## src/rtl/adma_desc_sched.sv

```systemverilog
// Descriptor scheduler: round-robin arbitration over per-channel descriptor queues,
// issuing one descriptor at a time to the DMA engine and reporting per-channel completion.
module adma_desc_sched #(
    parameter int DMA_WR_CHN_NUM = 4,
    parameter int SRC_ADDR_W     = 32,
    parameter int DST_ADDR_W     = 32,
    parameter int DMA_LENGTH_W   = 16,
    localparam int CHN_W         = (DMA_WR_CHN_NUM > 1) ? $clog2(DMA_WR_CHN_NUM) : 1
) (
    input  logic                                   clk,
    input  logic                                   rst_n,
    input  logic                                   sched_en_i,
    input  logic [DMA_WR_CHN_NUM-1:0]              chn_en_i,
    input  logic [DMA_WR_CHN_NUM*SRC_ADDR_W-1:0]   src_addr_i,
    input  logic [DMA_WR_CHN_NUM*DST_ADDR_W-1:0]   dst_addr_i,
    input  logic [DMA_WR_CHN_NUM*DMA_LENGTH_W-1:0] xfer_xlen_i,
    input  logic [DMA_WR_CHN_NUM*DMA_LENGTH_W-1:0] xfer_ylen_i,
    input  logic [DMA_WR_CHN_NUM*DMA_LENGTH_W-1:0] src_stride_i,
    input  logic [DMA_WR_CHN_NUM*DMA_LENGTH_W-1:0] dst_stride_i,
    input  logic [DMA_WR_CHN_NUM-1:0]              desc_avail_i,
    output logic [DMA_WR_CHN_NUM-1:0]              desc_pop_o,
    output logic [SRC_ADDR_W-1:0]                  xfer_src_addr_o,
    output logic [DST_ADDR_W-1:0]                  xfer_dst_addr_o,
    output logic [DMA_LENGTH_W-1:0]                xfer_xlen_o,
    output logic [DMA_LENGTH_W-1:0]                xfer_ylen_o,
    output logic [DMA_LENGTH_W-1:0]                xfer_src_stride_o,
    output logic [DMA_LENGTH_W-1:0]                xfer_dst_stride_o,
    output logic [CHN_W-1:0]                       xfer_chn_o,
    output logic                                   xfer_vld_o,
    input  logic                                   xfer_rdy_i,
    input  logic                                   xfer_done_i,
    output logic [DMA_WR_CHN_NUM-1:0]              chn_done_o,
    output logic [DMA_WR_CHN_NUM-1:0]              chn_err_o,
    output logic                                   sched_busy_o
);

    localparam logic [1:0] S_IDLE      = 2'd0;
    localparam logic [1:0] S_ISSUE     = 2'd1;
    localparam logic [1:0] S_WAIT_DONE = 2'd2;

    logic [1:0]                r_state;
    logic [CHN_W-1:0]          r_rrPtr;
    logic [SRC_ADDR_W-1:0]     r_srcAddr;
    logic [DST_ADDR_W-1:0]     r_dstAddr;
    logic [DMA_LENGTH_W-1:0]   r_xlen;
    logic [DMA_LENGTH_W-1:0]   r_ylen;
    logic [DMA_LENGTH_W-1:0]   r_srcStride;
    logic [DMA_LENGTH_W-1:0]   r_dstStride;
    logic [CHN_W-1:0]          r_chn;
    logic                      r_vld;
    logic [DMA_WR_CHN_NUM-1:0] r_chnDone;
    logic [DMA_WR_CHN_NUM-1:0] r_chnErr;

    logic [DMA_WR_CHN_NUM-1:0] w_req;
    logic                      w_hiFound;
    logic                      w_loFound;
    logic [CHN_W-1:0]          w_hiIdx;
    logic [CHN_W-1:0]          w_loIdx;
    logic                      w_grantVld;
    logic [CHN_W-1:0]          w_grantIdx;
    logic [DMA_WR_CHN_NUM-1:0] w_popMask;
    logic [SRC_ADDR_W-1:0]     w_srcAddr;
    logic [DST_ADDR_W-1:0]     w_dstAddr;
    logic [DMA_LENGTH_W-1:0]   w_xlen;
    logic [DMA_LENGTH_W-1:0]   w_ylen;
    logic [DMA_LENGTH_W-1:0]   w_srcStride;
    logic [DMA_LENGTH_W-1:0]   w_dstStride;
    logic                      w_zeroLen;

    assign w_req = desc_avail_i & chn_en_i;

    // Descending scan leaves the lowest requester above the pointer in w_hiIdx and the
    // lowest one at or below it in w_loIdx; the upper group has priority, giving the wrap.
    always_comb begin
        w_hiFound = 1'b0;
        w_loFound = 1'b0;
        w_hiIdx   = '0;
        w_loIdx   = '0;
        for (int c = DMA_WR_CHN_NUM - 1; c >= 0; c--) begin
            if (w_req[c]) begin
                if (c > int'(r_rrPtr)) begin
                    w_hiFound = 1'b1;
                    w_hiIdx   = CHN_W'(c);
                end else begin
                    w_loFound = 1'b1;
                    w_loIdx   = CHN_W'(c);
                end
            end
        end
    end

    assign w_grantVld = (r_state == S_IDLE) && sched_en_i && (w_hiFound || w_loFound);
    assign w_grantIdx = w_hiFound ? w_hiIdx : w_loIdx;

    always_comb begin
        w_popMask = '0;
        if (w_grantVld) begin
            w_popMask[w_grantIdx] = 1'b1;
        end
    end

    assign w_srcAddr   = src_addr_i[w_grantIdx*SRC_ADDR_W +: SRC_ADDR_W];
    assign w_dstAddr   = dst_addr_i[w_grantIdx*DST_ADDR_W +: DST_ADDR_W];
    assign w_xlen      = xfer_xlen_i[w_grantIdx*DMA_LENGTH_W +: DMA_LENGTH_W];
    assign w_ylen      = xfer_ylen_i[w_grantIdx*DMA_LENGTH_W +: DMA_LENGTH_W];
    assign w_srcStride = src_stride_i[w_grantIdx*DMA_LENGTH_W +: DMA_LENGTH_W];
    assign w_dstStride = dst_stride_i[w_grantIdx*DMA_LENGTH_W +: DMA_LENGTH_W];
    assign w_zeroLen   = (w_xlen == '0) || (w_ylen == '0);

    always_ff @(posedge clk or negedge rst_n) begin
        if (!rst_n) begin
            r_state <= S_IDLE;
            r_vld   <= 1'b0;
            r_rrPtr <= CHN_W'(DMA_WR_CHN_NUM - 1);
        end else begin
            case (r_state)
                S_IDLE: begin
                    if (w_grantVld) begin
                        r_rrPtr <= w_grantIdx;
                        if (!w_zeroLen) begin
                            r_vld   <= 1'b1;
                            r_state <= S_ISSUE;
                        end
                    end
                end
                S_ISSUE: begin
                    if (xfer_rdy_i) begin
                        r_vld   <= 1'b0;
                        r_state <= S_WAIT_DONE;
                    end
                end
                S_WAIT_DONE: begin
                    if (xfer_done_i) begin
                        r_state <= S_IDLE;
                    end
                end
                default: begin
                    r_vld   <= 1'b0;
                    r_state <= S_IDLE;
                end
            endcase
        end
    end

    // Descriptor fields are captured on every grant, including skipped zero-length ones.
    always_ff @(posedge clk or negedge rst_n) begin
        if (!rst_n) begin
            r_srcAddr   <= '0;
            r_dstAddr   <= '0;
            r_xlen      <= '0;
            r_ylen      <= '0;
            r_srcStride <= '0;
            r_dstStride <= '0;
            r_chn       <= '0;
        end else if (w_grantVld) begin
            r_srcAddr   <= w_srcAddr;
            r_dstAddr   <= w_dstAddr;
            r_xlen      <= w_xlen;
            r_ylen      <= w_ylen;
            r_srcStride <= w_srcStride;
            r_dstStride <= w_dstStride;
            r_chn       <= w_grantIdx;
        end
    end

    always_ff @(posedge clk or negedge rst_n) begin
        if (!rst_n) begin
            r_chnDone <= '0;
            r_chnErr  <= '0;
        end else begin
            r_chnDone <= '0;
            r_chnErr  <= '0;
            if (w_grantVld && w_zeroLen) begin
                r_chnDone[w_grantIdx] <= 1'b1;
                r_chnErr[w_grantIdx]  <= 1'b1;
            end else if ((r_state == S_WAIT_DONE) && xfer_done_i) begin
                r_chnDone[r_chn] <= 1'b1;
            end
        end
    end

    assign desc_pop_o        = w_popMask;
    assign xfer_src_addr_o   = r_srcAddr;
    assign xfer_dst_addr_o   = r_dstAddr;
    assign xfer_xlen_o       = r_xlen;
    assign xfer_ylen_o       = r_ylen;
    assign xfer_src_stride_o = r_srcStride;
    assign xfer_dst_stride_o = r_dstStride;
    assign xfer_chn_o        = r_chn;
    assign xfer_vld_o        = r_vld;
    assign chn_done_o        = r_chnDone;
    assign chn_err_o         = r_chnErr;
    assign sched_busy_o      = (r_state != S_IDLE);

endmodule

```

## config.mk

```make
export PLATFORM = sky130hd
export DESIGN_NAME = adma_desc_sched
export DESIGN_NICKNAME = d
export VERILOG_FILES = /design/src/rtl/adma_desc_sched.sv
export SDC_FILE = /design/constraint.sdc
export NUM_CORES = 1
export LEC_CHECK = 0
export BUFFER_PORTS_ARGS = -buffer_cell sky130_fd_sc_hd__buf_4
export CELL_PAD_IN_SITES_DETAIL_PLACEMENT = 0
export CELL_PAD_IN_SITES_GLOBAL_PLACEMENT = 2
export CORE_AREA = 2 2 257 259
export DETAILED_ROUTE_END_ITERATION = 12
export DIE_AREA = 0 0 259 261
export PLACE_DENSITY_LB_ADDON = 0.1
export SYNTH_ARGS = -nofsm -noshare
export SYNTH_HDL_FRONTEND = slang
export SYNTH_SLANG_ARGS = --single-unit
```

## constraint.sdc

```tcl
create_clock -name clk -period 1.68 [get_ports clk]
set_input_delay 0.168 -clock clk [delete_from_list [all_inputs] [get_ports clk]]
set_output_delay 0.168 -clock clk [all_outputs]
set_load 0.005 [all_outputs]
```

==> flow_metrics.env <==
export IMPL_synth_most_common_cell="nand2_1"
export IMPL_netlist_area_um2=10100
export IMPL_drive_gt1_share_pct=57.0
export IMPL_tns_ns=-74.39
export IMPL_seq_area_frac_synth_pct=35.3
export IMPL_timing_fmax_ghz=0.429
export IMPL_cts_tree="done"
export IMPL_num_nets_final=2638
export IMPL_ir_worst_vdd_uv=734
export IMPL_layout_setup_ws_ns=-0.650
export IMPL_drtPass1Iterations=4
export IMPL_insertion_delay_ns=0.50
export IMPL_syn_inst=1274
export IMPL_num_rows=94
export IMPL_antenna_found_initial=14
export IMPL_via_per_inst=4.44
export IMPL_grt_overflow=0
export IMPL_critPathLaunchType="flop"
export IMPL_clock_sinks=143
export IMPL_path_class="flop to output port"
export IMPL_core_area_um2=65000
export IMPL_die_h_um=261
export IMPL_dieArea_um2=67600
export IMPL_numCtsBuffers=17
export IMPL_syn_area_per_cell_um2=7.96
export IMPL_drc=0
export IMPL_place_gp_congestion=0.833
export IMPL_cts_clk_slew_worst_paths_ns=0.07
export IMPL_tightest_slew_ns=0.499
export IMPL_ys_types=39
export IMPL_synth_edf_count=0
export IMPL_wl_per_cell_um=23.7
export IMPL_maxSlewViolCount=0
export IMPL_grt_pass1_vias=13600
export IMPL_grt_max_degree=54
export IMPL_initial_core_util_pct=15.6
export IMPL_post_route_period_util_pct=139
export IMPL_maxCapViolations=0
export IMPL_vias=13300
export IMPL_finalSetupViolations=144
export IMPL_pin_count=669
export IMPL_root_buffer="clkbuf_16"
export IMPL_ys_top_cells_by_area="dfrtp_1, and3_1, nand2_1"
export IMPL_syn_nets=1799
export IMPL_yosysTopAreaCellShare_pct=34.8
export IMPL_hold_viol=0
export IMPL_fin_total_pwr_mw=26.9
export IMPL_synth_top_area_cell="dfrtp_1"
export IMPL_synthTopCellsByCount="nand2_1, and3_1, dfrtp_1"
export IMPL_fin_crit_ns=2.33
export IMPL_rsz0062_at_grt="yes"
export IMPL_dp_hpwl_um=53200
export IMPL_yosysWarnings=0
export IMPL_crit_required_ns=1.51
export IMPL_area_growth_pct=106
export IMPL_p_per_area_nw_per_um2=1290
export IMPL_final_core_util_pct=32.0
export IMPL_grt_usage_pct=19.5
export IMPL_clockBufferDepth=2
export IMPL_async_reset_ff_share_pct=100
export IMPL_io_buffers=668
export IMPL_drt_iter0_drc=578
export IMPL_postRouteWirelength_um=71000
export IMPL_yosys_most_used_dff="dfrtp_1"
export IMPL_htreeDepth=4
export IMPL_grt_pass1_wl_um=95200
export IMPL_min_delay_path_class="input port to flop"
export IMPL_relSlewSlack_pct=66.4
export IMPL_cp_arrival_ns=2.16
export IMPL_ant_nets=0
export IMPL_die_w_um=259
export IMPL_status="complete, but fails checks"
export IMPL_crit_fanout=5
export IMPL_end_kind="output port"
export IMPL_violations="negative setup slack"
export IMPL_skew_ns=0.0128
export IMPL_synth_seq_cells=143
export IMPL_p_leak_nw=10.3
state kept, by name, indices dropped and copies added, names as in the netlist, 4 cells and up:
register,cells
xfer_dst_addr_o,32
xfer_src_addr_o,32
xfer_dst_stride_o,16
xfer_src_stride_o,16
xfer_xlen_o,16
xfer_ylen_o,16
chn_done_o,4
chn_err_o,4
critical path, cell delays in order (launching register included):
cell      delay [ns]
dfstp_2         0.56
nand3b_1        0.16
o21ai_1         0.09
mux2i_1         0.19
nor2b_4         0.20
buf_6           0.11
buf_8           0.10
and3_4          0.17
buf_6           0.09
cells by family after synthesis:
kind of cell           count (synthesis)  synth area share (%)
buffers and inverters                132                  5.92
AND/OR/NAND/NOR                      721                  34.5
flip-flops                           143                  35.3
AO/OA/AOI/OAI                        277                  24.1
multiplexers                           1                0.0987
repair_timing:
action                                  in CTS  in global routing
hold buffers                                30                  0
gates resized for setup                     74                162
pin swaps                                   31                 78
gates cloned                                13                 13
hold endpoints to repair                   172                  0
endpoints found under the setup margin     146                146
buffers inserted                            18                 21
metal layers:
layer  GRT usage, %  wire [um]
met5              0         80
met4           6.92       1610
met3           5.87       4560
met2           33.7      35900
met1           22.7      28800
metrics by stage:
| stage | hold WS (ns) | instances | area [um^2] | setup WS (ns) |
|---|---|---|---|---|
| 3_5_place_dp | 0.0841 | 2872 | 18000 | -0.491 |
| 3_3_place_gp | 0.0803 | 2872 | 18000 | -0.415 |
| 5_1_grt | 0.00332 | 2994 | 20800 | -0.735 |
| 2_1_floorplan | -0.128 | 1274 | 10600 | -0.0561 |
| 4_1_cts | 0.000641 | 2965 | 19700 | -0.694 |
| 6_report | 0.0179 | 2997 | 20800 | -0.650 |
layout by cell type (no fill, tap or decap), types with 7 or more instances in the layout:
cell           synthesis  final
dfrtp_1              141    141
o31ai_1               63     40
and3_1               259    207
a211oi_2              10     77
nor4_1                32     32
buf_6                  2     16
and3_4                 0     50
buf_8                  0     21
nand2_2                2     15
o31ai_2               65     77
nor2_1                11      8
nand2_1              395    372
a211oi_1             118     48
clkbuf_16              0     29
buf_16                 0      9
o31ai_4                0     11
nand2_4                0      8
diode_2                0      7
buf_12                 0     47
dlygate4sd3_1          0     30
nand4_1               10     10
buf_4                  2    809
final timing paths:
path | startpoint | to | slack (ns) | cells after the start
max | r_rrPtr[0] | desc_pop_o[2] | -0.65 | 8
max in group asynchronous | rst_n | r_rrPtr[1] | 0.84 | 3
min reg2reg | xfer_src_addr_o[5] | xfer_src_addr_o[5] | 0.48 | 2
min | dst_addr_i[41] | xfer_dst_addr_o[9] | 0.02 | 3
max reg2reg | r_rrPtr[0] | xfer_dst_addr_o[20] | -0.63 | 10
min in group asynchronous | rst_n | xfer_src_stride_o[4] | 0.11 | 2
layout make-up:
cell class,instances,area (um^2)
fill,6971,44200
timing repair buffer,948,8490
multi-input combinational,999,7000
sequential,143,3580
tap,864,1080
clock buffer,17,425
clock inverter,15,231
antenna,7,17.5
inverter,4,15.0
power by group:
part / internal, mW / total (mW) / switching (mW)
clock: 2.66 / 4.55 / 1.89
sequential: 5.05 / 6.00 / 0.951
combinational: 8.58 / 16.3 / 7.73
total: 16.3 / 26.9 / 10.6
No activity file was read; power rests on OpenSTA's default activity.
